$ cat src/rtl/stream_mux_rr_pkg.sv
// Shared constants and helpers for the stream_mux_rr N:1 streaming multiplexer.
// Optional packet locking is enabled with STREAM_MUX_LAST_EN.
package stream_mux_pkg;

  localparam int DEF_NUM_CH = 4;
  localparam int DEF_WIDTH  = 8;

  localparam int ARB_FIXED  = 0;
  localparam int ARB_RR     = 1;

  // Widest grant vector the index helper accepts; callers zero-extend into it.
  localparam int MAX_CH     = 64;

  function automatic int oh2idx(input logic [MAX_CH-1:0] oh);
    int idx;
    idx = 0;
    for (int i = 0; i < MAX_CH; i++) begin
      if (oh[i]) idx = i;
    end
    return idx;
  endfunction

endpackage

$ cat src/rtl/stream_mux_rr_if.sv
// Handshake bundle between N producers, the stream_mux_rr block and one consumer.
// STREAM_MUX_LAST_EN adds per-channel in_last and a registered out_last.
interface stream_mux_rr_if
  import stream_mux_pkg::*;
#(
  parameter int NUM_CH = DEF_NUM_CH,
  parameter int WIDTH  = DEF_WIDTH,
  parameter int SEL_W  = $clog2(NUM_CH)
);
  logic [NUM_CH-1:0]       in_valid;
  logic [NUM_CH-1:0]       in_ready;
  logic [NUM_CH*WIDTH-1:0] in_data;
  logic                    out_valid;
  logic                    out_ready;
  logic [WIDTH-1:0]        out_data;
  logic [SEL_W-1:0]        out_sel;
`ifdef STREAM_MUX_LAST_EN
  logic [NUM_CH-1:0]       in_last;
  logic                    out_last;

  modport master (output in_valid, in_data, in_last, out_ready,
                  input  in_ready, out_valid, out_data, out_sel, out_last);
  modport slave  (input  in_valid, in_data, in_last, out_ready,
                  output in_ready, out_valid, out_data, out_sel, out_last);
`else
  modport master (output in_valid, in_data, out_ready,
                  input  in_ready, out_valid, out_data, out_sel);
  modport slave  (input  in_valid, in_data, out_ready,
                  output in_ready, out_valid, out_data, out_sel);
`endif
endinterface

$ cat src/rtl/rr_arbiter.sv
// Combinational one-hot arbiter: round-robin search from ptr_i, or fixed
// priority (lowest index) when rr_en_i is low.
module rr_arbiter
  import stream_mux_pkg::*;
#(
  parameter int NUM_CH = DEF_NUM_CH,
  parameter int SEL_W  = $clog2(NUM_CH)
) (
  input  logic [NUM_CH-1:0] req_i,
  input  logic [SEL_W-1:0]  ptr_i,
  input  logic              rr_en_i,
  output logic [NUM_CH-1:0] grant_o
);

  always_comb begin
    logic             found;
    logic [SEL_W-1:0] idx;
    int               start;
    grant_o = '0;
    found   = 1'b0;
    idx     = '0;
    start   = rr_en_i ? int'(ptr_i) : 0;
    for (int k = 0; k < NUM_CH; k++) begin
      idx = SEL_W'((start + k) % NUM_CH);
      if (!found && req_i[idx]) begin
        grant_o[idx] = 1'b1;
        found        = 1'b1;
      end
    end
  end

endmodule

$ cat src/rtl/stream_mux_rr.sv
// N:1 valid/ready stream mux with round-robin or fixed-priority arbitration and
// a single registered output stage. STREAM_MUX_LAST_EN enables packet locking.
module stream_mux_rr
  import stream_mux_pkg::*;
#(
  parameter int NUM_CH  = DEF_NUM_CH,
  parameter int WIDTH   = DEF_WIDTH,
  parameter int RR_MODE = ARB_RR,
  parameter int SEL_W   = $clog2(NUM_CH)
) (
  input logic            clk,
  input logic            rst_n,
  stream_mux_rr_if.slave bus
);

  logic              out_valid_q, out_valid_d;
  logic [WIDTH-1:0]  out_data_q,  out_data_d;
  logic [SEL_W-1:0]  out_sel_q,   out_sel_d;
  logic [SEL_W-1:0]  ptr_q,       ptr_d;
  logic [NUM_CH-1:0] req, grant;
  logic [WIDTH-1:0]  win_data;
  logic [SEL_W-1:0]  win_idx;
  logic              load_ok, xfer, word_end;

`ifdef STREAM_MUX_LAST_EN
  logic              lock_q,     lock_d;
  logic [SEL_W-1:0]  lock_ch_q,  lock_ch_d;
  logic              out_last_q, out_last_d;

  // While a packet is open only its own channel may request.
  assign req      = lock_q ? (bus.in_valid & (NUM_CH'(1) << lock_ch_q)) : bus.in_valid;
  assign word_end = |(grant & bus.in_last);
  assign bus.out_last = out_last_q;
`else
  assign req      = bus.in_valid;
  assign word_end = 1'b1;
`endif

  rr_arbiter #(.NUM_CH(NUM_CH), .SEL_W(SEL_W)) u_arb (
    .req_i   (req),
    .ptr_i   (ptr_q),
    .rr_en_i (RR_MODE == ARB_RR),
    .grant_o (grant)
  );

  assign load_ok      = ~out_valid_q | bus.out_ready;
  assign bus.in_ready = grant & {NUM_CH{load_ok & rst_n}};
  assign xfer         = |bus.in_ready;
  assign win_idx      = SEL_W'(oh2idx(MAX_CH'(grant)));

  always_comb begin
    win_data = '0;
    for (int i = 0; i < NUM_CH; i++) begin
      if (grant[i]) win_data = win_data | bus.in_data[i*WIDTH +: WIDTH];
    end
  end

  always_comb begin
    out_valid_d = out_valid_q;
    out_data_d  = out_data_q;
    out_sel_d   = out_sel_q;
    ptr_d       = ptr_q;
`ifdef STREAM_MUX_LAST_EN
    lock_d      = lock_q;
    lock_ch_d   = lock_ch_q;
    out_last_d  = out_last_q;
`endif
    if (out_valid_q && bus.out_ready) out_valid_d = 1'b0;
    if (xfer) begin
      out_valid_d = 1'b1;
      out_data_d  = win_data;
      out_sel_d   = win_idx;
      // The pointer moves past a channel only once its packet has ended.
      if (word_end) ptr_d = (win_idx == SEL_W'(NUM_CH - 1)) ? '0 : win_idx + 1'b1;
`ifdef STREAM_MUX_LAST_EN
      out_last_d  = word_end;
      lock_d      = ~word_end;
      lock_ch_d   = win_idx;
`endif
    end
  end

  always_ff @(posedge clk or negedge rst_n) begin
    if (!rst_n) begin
      out_valid_q <= 1'b0;
      out_data_q  <= '0;
      out_sel_q   <= '0;
      ptr_q       <= '0;
`ifdef STREAM_MUX_LAST_EN
      lock_q      <= 1'b0;
      lock_ch_q   <= '0;
      out_last_q  <= 1'b0;
`endif
    end else begin
      out_valid_q <= out_valid_d;
      out_data_q  <= out_data_d;
      out_sel_q   <= out_sel_d;
      ptr_q       <= ptr_d;
`ifdef STREAM_MUX_LAST_EN
      lock_q      <= lock_d;
      lock_ch_q   <= lock_ch_d;
      out_last_q  <= out_last_d;
`endif
    end
  end

  assign bus.out_valid = out_valid_q;
  assign bus.out_data  = out_data_q;
  assign bus.out_sel   = out_sel_q;

endmodule

$ cat src/flat_wrapper.sv
// flat-port wrapper written by rule: the top's interface ports become plain ports
module stream_mux_rr_flat import stream_mux_pkg::*;
#(
  parameter int NUM_CH  = DEF_NUM_CH,
  parameter int WIDTH   = DEF_WIDTH,
  parameter int RR_MODE = ARB_RR,
  parameter int SEL_W   = $clog2(NUM_CH)
)
  (clk, rst_n, bus_in_valid, bus_in_data, bus_out_ready, bus_in_ready, bus_out_valid, bus_out_data, bus_out_sel);
  stream_mux_rr_if #(.NUM_CH(NUM_CH), .WIDTH(WIDTH), .SEL_W(SEL_W)) bus_i ();
  input logic clk;
  input logic rst_n;
  input wire logic [$bits(bus_i.in_valid)-1:0] bus_in_valid;
  input wire logic [$bits(bus_i.in_data)-1:0] bus_in_data;
  input wire logic [$bits(bus_i.out_ready)-1:0] bus_out_ready;
  output wire logic [$bits(bus_i.in_ready)-1:0] bus_in_ready;
  output wire logic [$bits(bus_i.out_valid)-1:0] bus_out_valid;
  output wire logic [$bits(bus_i.out_data)-1:0] bus_out_data;
  output wire logic [$bits(bus_i.out_sel)-1:0] bus_out_sel;
  assign bus_i.in_valid = bus_in_valid;
  assign bus_i.in_data = bus_in_data;
  assign bus_i.out_ready = bus_out_ready;
  assign bus_in_ready = bus_i.in_ready;
  assign bus_out_valid = bus_i.out_valid;
  assign bus_out_data = bus_i.out_data;
  assign bus_out_sel = bus_i.out_sel;
  stream_mux_rr #(.NUM_CH(NUM_CH), .WIDTH(WIDTH), .RR_MODE(RR_MODE), .SEL_W(SEL_W)) u_core (.clk(clk), .rst_n(rst_n), .bus(bus_i));
endmodule
$ cat config.mk
export PLATFORM = sky130hd
export DESIGN_NAME = stream_mux_rr_flat
export DESIGN_NICKNAME = d
export VERILOG_FILES = /design/src/rtl/stream_mux_rr_pkg.sv /design/src/rtl/stream_mux_rr_if.sv /design/src/rtl/rr_arbiter.sv /design/src/rtl/stream_mux_rr.sv /design/src/flat_wrapper.sv
export SDC_FILE = /design/constraint.sdc
export NUM_CORES = 1
export LEC_CHECK = 0
export ABC_AREA = 1
export BUFFER_PORTS_ARGS = -buffer_cell sky130_fd_sc_hd__buf_2
export CAP_MARGIN = 25
export CORE_MARGIN = 4
export CORE_UTILIZATION = 50
export DETAILED_ROUTE_END_ITERATION = 10
export GPL_ROUTABILITY_DRIVEN = 1
export HOLD_SLACK_MARGIN = 0.06
export PLACE_DENSITY = 0.8
export SETUP_SLACK_MARGIN = 0.05
export SYNTH_ARGS = -nofsm -noshare
export SYNTH_HDL_FRONTEND = slang
export SYNTH_SLANG_ARGS = --single-unit
$ cat constraint.sdc
create_clock -name clk -period 2.53 [get_ports clk]
set_clock_uncertainty 0.05 [all_clocks]
set_input_delay 0.506 -clock clk [delete_from_list [all_inputs] [get_ports clk]]
set_output_delay 0.506 -clock clk [all_outputs]
set_load 0.1 [all_outputs]
== Yosys cells after proc, flatten, opt, wreduce, memory -nomap -nowiden ==
Index checks and enable logic that the tools add are counted.

* Add/sub/neg operators: 4
* Reductions and logical operators: 13
* Muxes and demuxes: 33
* Eq/ne operators: 1
* Bitwise gates (word level): 10
* Order comparisons: 8

{| class="wikitable"
|+ Operators by type and width
! kind !! number
|-
| 8-bit 2-to-1 mux || 4
|-
| 8-bit bitwise OR || 3
|-
| 4-bit 2-to-1 mux || 4
|-
| 1-bit 2-to-1 mux || 14
|-
| 2-bit by 3-bit less-than comparator with 1-bit output, second input constant || 4
|-
| 4-bit bitwise OR || 3
|-
| 1-bit binary-select mux with 2-bit select || 4
|-
| 1-bit demux with 2-bit select || 4
|-
| 2-bit by 1-bit greater-or-equal comparator with 1-bit output, second input constant || 4
|-
| 1-bit logical AND || 8
|-
| 2-bit 2-to-1 mux || 3
|-
| 2-bit by 1-bit adder with 2-bit output, second input constant || 2
|-
| 2-bit adder, second input constant || 2
|-
| 4-bit bitwise AND || 1
|-
| 4-bit OR reduction || 1
|-
| 1-bit logical NOT || 3
|-
| 2-bit == test, second input constant || 1
|-
| 2-bit nonzero test || 1
|-
| 1-bit bitwise AND || 1
|-
| 1-bit inverter || 1
|-
| 1-bit bitwise OR || 1
|}

* Word-level logic and storage cells: 73
* Input bits: 39
* Output and inout port bits: 15
* Flip-flop bits (word level): 13

== Longest topological paths before layout ==
Gate-level depths: netlist of the first run.

* Depth in word-level cells: 19
* Gate-level depth with buffers: 17
* Mapped depth without buffers: 16

== Hierarchy ==
From an unflattened synthesis of the first run, not the netlist that was laid out.

* Cells, all modules: 193
* Area total of the unflattened synthesis: 1330.0 um2

{| class="wikitable"
|+ By module, submodules not included
! module !! cells each !! sequential area each (um2) !! times used !! area an instance (um2)
|-
| stream_mux_rr || 117 || 325.3 || 1 || 854.6
|-
| rr_arbiter || 76 || 0.0 || 1 || 475.5
|}

== Least setup slack after synthesis of the first run ==
No wires, ideal clock.

* Kind: register -> output
* Start: register u_core.ptr_q[1]
* End: output port bus_in_ready[0]
* Buffers on the path: 0
* Data arrival time: 2.279 ns
* Cell stages (with the launch flop): 12
* Required time: 1.974 ns
* Setup slack: -0.305 ns
* Cells stage by stage: dfrtp_1 -> inv_1 -> ha_1 -> inv_1 -> nand3_1 -> nand2_2 -> nand2_8 -> nor2_8 -> nand2_2 -> nand3b_4 -> nand2_4 -> inv_1

* Cells in the longest elaborated chain, start to end: 13
* Elaborated cells on any way between the ends: 48
* Classes of those cells: 3 x add/sub; 8 x order compare; 23 x mux; 4 x bitwise; 10 x reduce/logical

{| class="wikitable"
|+ RTL lines
! item !! RTL line !! text
|-
| start: declaration || stream_mux_rr.sv:19 || <nowiki>logic [SEL_W-1:0] ptr_q, ptr_d;</nowiki>
|-
| start signal: assignment || stream_mux_rr.sv:98 || <nowiki>ptr_q <= ptr_d;</nowiki>
|-
| parallel branches: the longest is 11 deep, another holds 2-bit by 3-bit less-than comparator with 1-bit output || n/a ||
|-
| 4-bit 2-to-1 mux (*) || rr_arbiter.sv:25 || <nowiki>if (!found && req_i[idx]) begin</nowiki>
|-
| 4-bit bitwise AND (*) || stream_mux_rr.sv:47 || <nowiki>assign bus.in_ready = grant & {NUM_CH{load_ok & rst_n}};</nowiki>
|-
| end: declaration || flat_wrapper.sv:16 || <nowiki>output wire logic [$bits(bus_i.in_ready)-1:0] bus_in_ready;</nowiki>
|}

Mark *: on every way between the ends. The select of a mux whose other input is x is not followed.

== Final worst setup path of the first run ==
* Start: register u_core.ptr_q[0]
* End: output port bus_in_ready[0]

The elaborated chain is that of the path after synthesis.

==> results by group, run 1 <==
Status
  – Status: finished clean

Clocking
  – Clock transition at path regs: approximately 70 ps
  – Num CTS Buffers: 3
  – Clk sinks: 13
  – Clock root cell: clkbuf_4
  – Worst-Skew Late Latency: ~270 ps
  – CTS H-tree depth: 1
  – Clock Tree Buf Depth: 2
  – CTS tree: done

Die
  – Die area: 3975 sq um
  – DIE HEIGHT: 63.05 microns
  – CORE AREA: between 2000 and 3000 sq um
  – Die width: approximately 63 microns
  – Row Count: 19
  – Starting Density: ~54%
  – Io pins: 54

Placement
  – Hpwl dp: 2.921 mm
  – Input/output buffers: 53
  – Gpl congestion: 0.8444
  – Post-placement cell area: 1936 sq um

Setup path
  – Critical Path Sink Type: output port
  – Worst reg2reg setup slack: about 220 ps
  – Worst Path Arrival: 1940 ps
  – Delay-heaviest family, CP: simple AND/OR/NAND/NOR gates
  – Max FO, Critical Path: 4
  – Startpoint Class: flip-flop
  – CP startpoint: u_core.ptr_q[0]$_DFFE_PN0P_
  – Critical Path Slowest Stage Cell: dfrtp_2
  – Crit path buffers/inverters: 4
  – R2r startpoint: u_core.ptr_q[0]$_DFFE_PN0P_
  – Max incr delay on CP: 460 ps
  – Worst Setup Path Type: reg2out
  – Path length in cells of the critical path: 12
  – Worst path cell trace: inv_8, ha_4, inv_4, nand3_2, nand2_2, nand2_4, nor2_8, nand2_2, nand3b_4, nand2_4, clkinvlp_4, buf_12
  – Worst reg2reg path endpoint: u_core.bus.out_data[3]$_DFFE_PN0P_
  – Worst r2r path cells: 15
  – Critical Path RT: 1970 ps
  – CP Capture Point: bus_in_ready[0]

Layout
  – Ant. Diodes: 0
  – Fin area: 2155 sq um
  – Nets: 347
  – Filler cells: 210
  – Most common cell after layout, fill and taps aside: nand2_1
  – Area of the multi-input gates: 1097 sq um
  – Area growth syn-to-layout: 42.20%
  – Most frequent cells in the layout: nand2_1, buf_2, nand2_2
  – Register area: approximately 330 sq um
  – Share of cells above drive strength 1: 51.51%

Routing
  – Post-Route WL: 4.098 mm
  – Post-route ant nets: 0
  – 1st-pass router iterations: 4
  – Total vias in the final route: 1578
  – Iteration-0 DRC Markers: just over 50
  – Routed wire per std cell: 12.42 microns
  – DR vias/cell: 4.782
  – DRC errors left: 0

STA
  – Endpoints failing hold: 0
  – Slew at the pin closest to its max-slew limit: 495.8 ps
  – Fin crit period: 2496 ps
  – Number of setup violations in the final report: 0
  – RSZ-0062 raised after global routing: yes
  – Crit share post-route: 98.67%
  – F_max: 400.6 MHz
  – Slew Viols, Final: 0
  – Slew margin rel.: around 67%

Synth
  – Number of synthesized register bits: 13
  – Synth Area per Inst: 6.764 sq um
  – Syn Std Cell Area: around 1500 sq um
  – Synth warn: 0
  – Netlist cell types: 21
  – Seq/Total Area, Yosys: 21.47%
  – Synthesized instance count: about 220
  – Syn_nets: 271

GRT
  – First-pass GRT wire length: 6.575 mm
  – Total gr overflow: 0
  – Largest net degree at the start of global routing: 14
  – GR Util All Layers: approximately a fifth
  – Number of global-route vias before repair: 1421
  – Initial antenna violation count: 0

Hold path
  – HP Class: in2async

Job
  – Total of max-cap violations: 0
[synthesized netlist by cell type]
cell type	instances	share of area (%)
clkinv_1	1	0.25
inv_1	31	7.7
nand3b_4	1	1.3
inv_4	2	0.83
o21ai_2	1	0.58
ha_1	8	6.6
nor2_1	2	0.50
nand3_4	4	4.6
buf_4	1	0.50
nand2_2	26	11
inv_2	3	0.74
nand2_4	6	4.5
nand3_1	16	5.3
dfrtp_1	13	21
nor2_4	1	0.74
nand2_8	2	2.6
nand3_2	5	3.3
o21ai_0	2	0.66
buf_6	3	2.2
nor2_8	1	1.3
nand2_1	95	24
[repair_timing]
action	CTS	global route
hold buffers	0	0
setup endpoints to repair	4	7
buffers inserted	14	2
pin swaps	9	7
resized for setup	9	12
[worst min path at each step]
stage	startpoint	end	slack (ps)
after global placement	rst_n	u_core.bus.out_data[4]$_DFFE_PN0P_	400
after detailed placement	rst_n	u_core.bus.out_data[4]$_DFFE_PN0P_	410
after floorplan	rst_n	u_core.bus.out_data[0]$_DFFE_PN0P_	160
after global routing	rst_n	u_core.bus.out_data[7]$_DFFE_PN0P_	120
after CTS	rst_n	u_core.bus.out_data[4]$_DFFE_PN0P_	110
final	rst_n	u_core.bus.out_data[4]$_DFFE_PN0P_	110
[cells by family after synthesis]
group | Yosys count | share of synthesized area (%)
and+or+nand+nor | 159 | 58.46
DFF | 13 | 21.47
AOI/OAI and AO/OA | 3 | 1.239
buffers and inverters | 41 | 12.22
adders and majority gates | 8 | 6.606
[state kept, by name, indices dropped and copies added, names as in the netlist]
register              cells
u_core.bus.out_data       8
u_core.bus.out_sel        2
u_core.bus.out_valid      1
u_core.ptr_q              2
[stage by stage]
step	worst slack [ps]	hold slack, ps	TNS [ps]	std cells	util, %
5_1_grt	-69.09	116.6	-237.7	330	76.16
6_report	33.55	108.4	0	330	76.16
3_3_place_gp	189.8	401.6	0	310	68.42
2_1_floorplan	54.78	160.4	0	224	-
3_5_place_dp	146.4	408.2	0	310	68.42
4_1_cts	17.13	106.3	0	328	74.08
[final cells by class]
class	count	share of cell area [%]
inverters	37	7.840
well taps	31	1.800
multi-input cells	170	50.93
clock buffers	4	1.220
repair buffers	75	22.94
flip-flops and latches	13	15.27
[per-layer routing]
layer / track usage, % / up-vias / part of all wire (%)
met2: 32.94 / 47 / 49
met5: 0 / - / 0
li1: - / 820 / -
met4: 7.163 / 0 / 2.4
met3: 1.954 / 10 / 5.6
met1: 28.38 / 701 / 43
Power of run 1 is left out: the tool's default activity adds up to more than one toggle a clock period on the data nets, which glitch-free logic cannot reach.
==> run 2, diff against run 1 <==
- CTS_BUF_LIST: default -> sky130_fd_sc_hd__clkbuf_8 sky130_fd_sc_hd__clkbuf_16
==> run 2 against run 1 <==
Compared with the run above: wire length is 2.7% lower; via count is 2.1% lower; worst hold slack better by 31 ps; setup slack better by 21 ps; global-route usage is 0.38 points lower; sequential share of layout area hardly changed; final cell count is 0.61% lower; non-clock buffer count is 2 lower; first-iteration DRC count is 47% higher; critical endpoint is now bus_in_ready[3]; largest cell class unchanged; highest routed layer unchanged.
==> results by group, run 2 (synthesized netlist as in run 1, its figures left out) <==
Status
  – Status: finished clean

Layout
  – Register area: 329.1 sq um
  – Nets: roughly 350
  – Share of cells above drive strength 1: 50.51%
  – Area growth syn-to-layout: 42.28%
  – Ant. Diodes: 0
  – Most frequent cells in the layout: nand2_1, buf_2, nand2_2
  – Max FFs per register: 8
  – Filler cells: 213
  – Fin area: 2156 sq um
  – Final Non-Filler Cells: 328
  – Most common cell after layout, fill and taps aside: nand2_1
  – Area of the multi-input gates: 1095 sq um

Die
  – CORE AREA: approximately 2800 sq um
  – Io pins: 54
  – Die width: 63.05 microns
  – Row Count: 19
  – Starting Density: 53.56%
  – DIE HEIGHT: between 60 and 70 microns
  – Die area: 3975 sq um

Clocking
  – Clock root cell: clkbuf_8
  – CTS tree: done
  – Clk sinks: 13
  – Clock Tree Buf Depth: 2
  – Clock transition at path regs: about 50 ps
  – Worst-Skew Late Latency: 250 ps
  – Num CTS Buffers: 3
  – CTS H-tree depth: 1

STA
  – Slew Viols, Final: 0
  – Post-route setup TNS: 0 ps
  – F_max: 404.0 MHz
  – Fin Hold WS: 139.4 ps
  – Endpoints failing hold: 0
  – RSZ-0062 raised after global routing: yes
  – Crit share post-route: 97.83%
  – Number of setup violations in the final report: 0
  – Fin crit period: 2475 ps
  – Slew at the pin closest to its max-slew limit: roughly 500 ps
  – Slew margin rel.: roughly 67%

GRT
  – GR peak layer: met2
  – Total gr overflow: 0
  – GR Util All Layers: around a fifth
  – Largest net degree at the start of global routing: 14
  – Routing usage on met1: 28.49%
  – Number of global-route vias before repair: roughly 1400
  – Grt met2 use: approximately a third
  – First-pass GRT wire length: 6.458 mm
  – Initial antenna violation count: 0
  – Met3 GRT Util: 2.487%

Setup path
  – Worst Setup Path Type: reg2out
  – Critical Path RT: around 2000 ps
  – Worst Path Arrival: 1920 ps
  – Critical Path Sink Type: output port
  – Max FO, Critical Path: 8
  – Startpoint Class: flip-flop

Routing
  – DR vias/cell: 4.710
  – DRC errors left: 0
  – Total vias in the final route: 1545
  – Post-route ant nets: 0
  – Routed wire per std cell: 12.16 microns
  – Post-Route WL: approximately 4 mm
  – Iteration-0 DRC Markers: 75
  – 1st-pass router iterations: 4

Placement
  – Post-placement cell area: 1936 sq um
  – Hpwl dp: 2.921 mm
  – Input/output buffers: 53
  – Gpl congestion: 0.8444
  – Placed insts: 310

Job
  – Total of max-cap violations: 0

Hold path
  – HP Class: in2async
## run 2: final cells by class
type | count | area share [%]
repair buffers | 73 | 22.23
clock buffers | 3 | 1.915
multi-input cells | 170 | 50.78
flip-flops and latches | 13 | 15.26
inverters | 37 | 7.835
clock inverters | 1 | 0.1741
well taps | 31 | 1.799
## run 2: stage by stage
stage	worst slack (ps)	util [%]
final	54.90	76.21
after global routing	-35.41	76.21
after CTS	50.85	73.15
after detailed placement	146.4	68.42
after global placement	189.8	68.42
after floorplan	54.78	-
## run 2: per-layer routing
| metal | wire length (microns) | part of all wire (%) |
|---|---|---|
| met5 | 0 | 0 |
| met4 | 51 | 1.3 |
| met3 | 185 | 4.6 |
| met2 | 1923 | 48 |
| met1 | 1827 | 46 |
## run 2: worst paths after layout
path                                              startpoint                                 end  slack (ps)  depth (start not counted)
max                              u_core.ptr_q[0]$_DFFE_PN0P_                     bus_in_ready[3]          50                         12
min                                                    rst_n  u_core.bus.out_data[2]$_DFFE_PN0P_         140                          2
max reg2reg                      u_core.ptr_q[0]$_DFFE_PN0P_         u_core.ptr_q[1]$_DFFE_PN0P_         220                         16
min reg2reg                u_core.bus.out_sel[1]$_DFFE_PN0P_   u_core.bus.out_sel[1]$_DFFE_PN0P_         420                          2
max in group asynchronous                              rst_n    u_core.bus.out_valid$_DFFE_PN0P_        2120                          2
min in group clk                               bus_out_ready    u_core.bus.out_valid$_DFFE_PN0P_         390                          2
## run 2: worst max-delay path: stages (launching register included)
cell        delay, ps
dfrtp_2           430
inv_8              40
buf_4             170
nand2_4            80
nand3_4           130
nand2_8           130
nand2_8            70
nor2_8            140
nand2_2            70
nand3_2            70
nand2_2            70
clkinvlp_4        100
buf_12            160
## run 2: timing repair
action	4_1_cts	5_1_grt
setup endpoints to repair	4	4
hold buffers	0	0
gates resized for setup	9	11
setup buffers	8	6
pin swaps	6	10
Power of run 2 is left out for the same reason.
==> run 3, diff against run 2 <==
- CELL_PAD_IN_SITES_DETAIL_PLACEMENT: default -> 1
- CELL_PAD_IN_SITES_GLOBAL_PLACEMENT: default -> 2
- CORE_UTILIZATION: 50 -> 26
- GPL_TIMING_DRIVEN: default -> 1
- PLACE_DENSITY: 0.8 -> default
- PLACE_DENSITY_LB_ADDON: default -> 0.1
==> run 3 against run 2 <==
Compared with the run above: register-to-register slack worse by 50 ps; die area is 79% higher; critical endpoint is now bus_in_ready[1]; flip-flop and latch count stayed put; worst hold slack better by 13 ps.
==> results by group, run 3 (synthesized netlist as in run 1, its figures left out) <==
Setup path
  – Max FO, Critical Path: 4
  – Critical Path Sink Type: output port
  – Max incr delay on CP: 440 ps
  – Worst Path Arrival: 1930 ps
  – Worst Setup Path Type: reg2out
  – Critical Path RT: 1970 ps
  – Startpoint Class: flip-flop
  – Critical Path Slowest Stage Cell: dfrtp_2
  – Crit path buffers/inverters: 4
  – Delay-heaviest family, CP: simple AND/OR/NAND/NOR gates
  – Worst path cell trace: inv_8, ha_4, nand3_1, nand2_4, nand3_1, nand2_1, clkinv_1, nand3_4, nand2_4, clkinvlp_4, buf_12

Routing
  – Total vias in the final route: 1548
  – Post-route ant nets: 0
  – Routed wire per std cell: 12.49 microns
  – Post-Route WL: 4.573 mm
  – DRC errors left: 0
  – Iteration-0 DRC Markers: 24
  – 1st-pass router iterations: 4
  – DR vias/cell: 4.230

STA
  – Number of setup violations in the final report: 0
  – F_max: between 400 and 500 MHz
  – Fin Hold WS: 152.9 ps
  – Crit share post-route: between 90 and 100%
  – Slew Viols, Final: 0
  – Slew margin rel.: 67.27%
  – Slew at the pin closest to its max-slew limit: 494.3 ps
  – RSZ-0062 raised after global routing: yes
  – Fin crit period: approximately 2500 ps
  – Endpoints failing hold: 0

Layout
  – Register area: approximately 330 sq um
  – Filler cells: 748
  – Fin area: roughly 2200 sq um
  – Area growth syn-to-layout: 44.18%
  – Share of cells above drive strength 1: between 40% and 50%
  – Nets: ~340
  – Area of the multi-input gates: about 1100 sq um
  – Most frequent cells in the layout: nand2_1, buf_2, nand2_2
  – Most common cell after layout, fill and taps aside: nand2_1
  – Ant. Diodes: 0
  – Max FFs per register: 8

Die
  – Die width: 84.34 microns
  – Io pins: 54
  – CORE AREA: 5574 sq um
  – Starting Density: 27.18%
  – Row Count: 27
  – DIE HEIGHT: 84.34 microns
  – Die area: just over 7000 sq um

GRT
  – Routing usage on met1: 17.62%
  – GR Util All Layers: 12.61%
  – Met3 GRT Util: less than 1%
  – Initial antenna violation count: 0
  – GR peak layer: met2
  – Largest net degree at the start of global routing: 14
  – First-pass GRT wire length: 7.272 mm
  – Number of global-route vias before repair: 1530
  – Total gr overflow: 0
  – Grt met2 use: 20.73%

Clocking
  – Clk sinks: 13
  – Clock Tree Buf Depth: 2
  – Clock transition at path regs: 50 ps
  – Clock root cell: clkbuf_8
  – CTS tree: done
  – Num CTS Buffers: 3
  – Worst-Skew Late Latency: 240 ps
  – CTS H-tree depth: 1

Placement
  – Post-placement cell area: 2017 sq um
  – Gpl congestion: ~0.8
  – Hpwl dp: 3.841 mm
  – Input/output buffers: 53

Status
  – Status: finished clean

Hold path
  – HP Class: in2async

Job
  – Total of max-cap violations: 0
## run 3: changes by cell type in the layout (fill, tap and decap cells not counted), sizes merged
| cell | delta |
|---|---|
| buf | -3 |
| clkinv | +1 |
| inv | -1 |
## run 3: repair_timing
action,CTS,global route
resized for setup,11,7
pin swaps,9,1
hold buffers,0,0
setup endpoints to repair,4,15
setup buffers,7,0
endpoints found under the hold margin,0,0
## run 3: stage by stage
stage | util, % | std cells | TNS [ps] | setup slack [ps]
finish | 39.19 | 366 | 0 | 44.33
floorplan | - | 224 | 0 | 54.78
global placement | 36.18 | 355 | 0 | 196.9
CTS | 38.65 | 366 | 0 | 50.90
detailed placement | 36.18 | 355 | 0 | 172.7
global route | 39.19 | 366 | -208.0 | -58.30
## run 3: layout make-up
type | count | share of cell area (%)
tap | 72 | 4.124
multi-input combinational | 170 | 50.23
timing repair buffer | 70 | 20.90
inverter | 37 | 7.617
clock inverter | 1 | 0.1718
sequential | 13 | 15.06
clock buffer | 3 | 1.890
## run 3: final timing paths
kind / from / end / slack [ps] / depth (start not counted)
setup / recovery: u_core.ptr_q[0]$_DFFE_PN0P_ / bus_in_ready[1] / 40 / 11
hold / removal: rst_n / u_core.bus.out_sel[0]$_DFFE_PN0P_ / 150 / 2
setup reg to reg: u_core.ptr_q[0]$_DFFE_PN0P_ / u_core.bus.out_data[2]$_DFFE_PN0P_ / 170 / 16
hold reg to reg: u_core.bus.out_sel[1]$_DFFE_PN0P_ / u_core.bus.out_sel[1]$_DFFE_PN0P_ / 420 / 2
max in group asynchronous: rst_n / u_core.bus.out_valid$_DFFE_PN0P_ / 2100 / 2
min in group clk: bus_out_ready / u_core.bus.out_valid$_DFFE_PN0P_ / 410 / 2
## run 3: metal layers
layer | vias up | part of all wire [%]
li1 | 806 | -
met1 | 697 | 47
met2 | 38 | 47
met3 | 7 | 5.2
met4 | 0 | 1.7
met5 | - | 0
Power of run 3 is left out for the same reason.
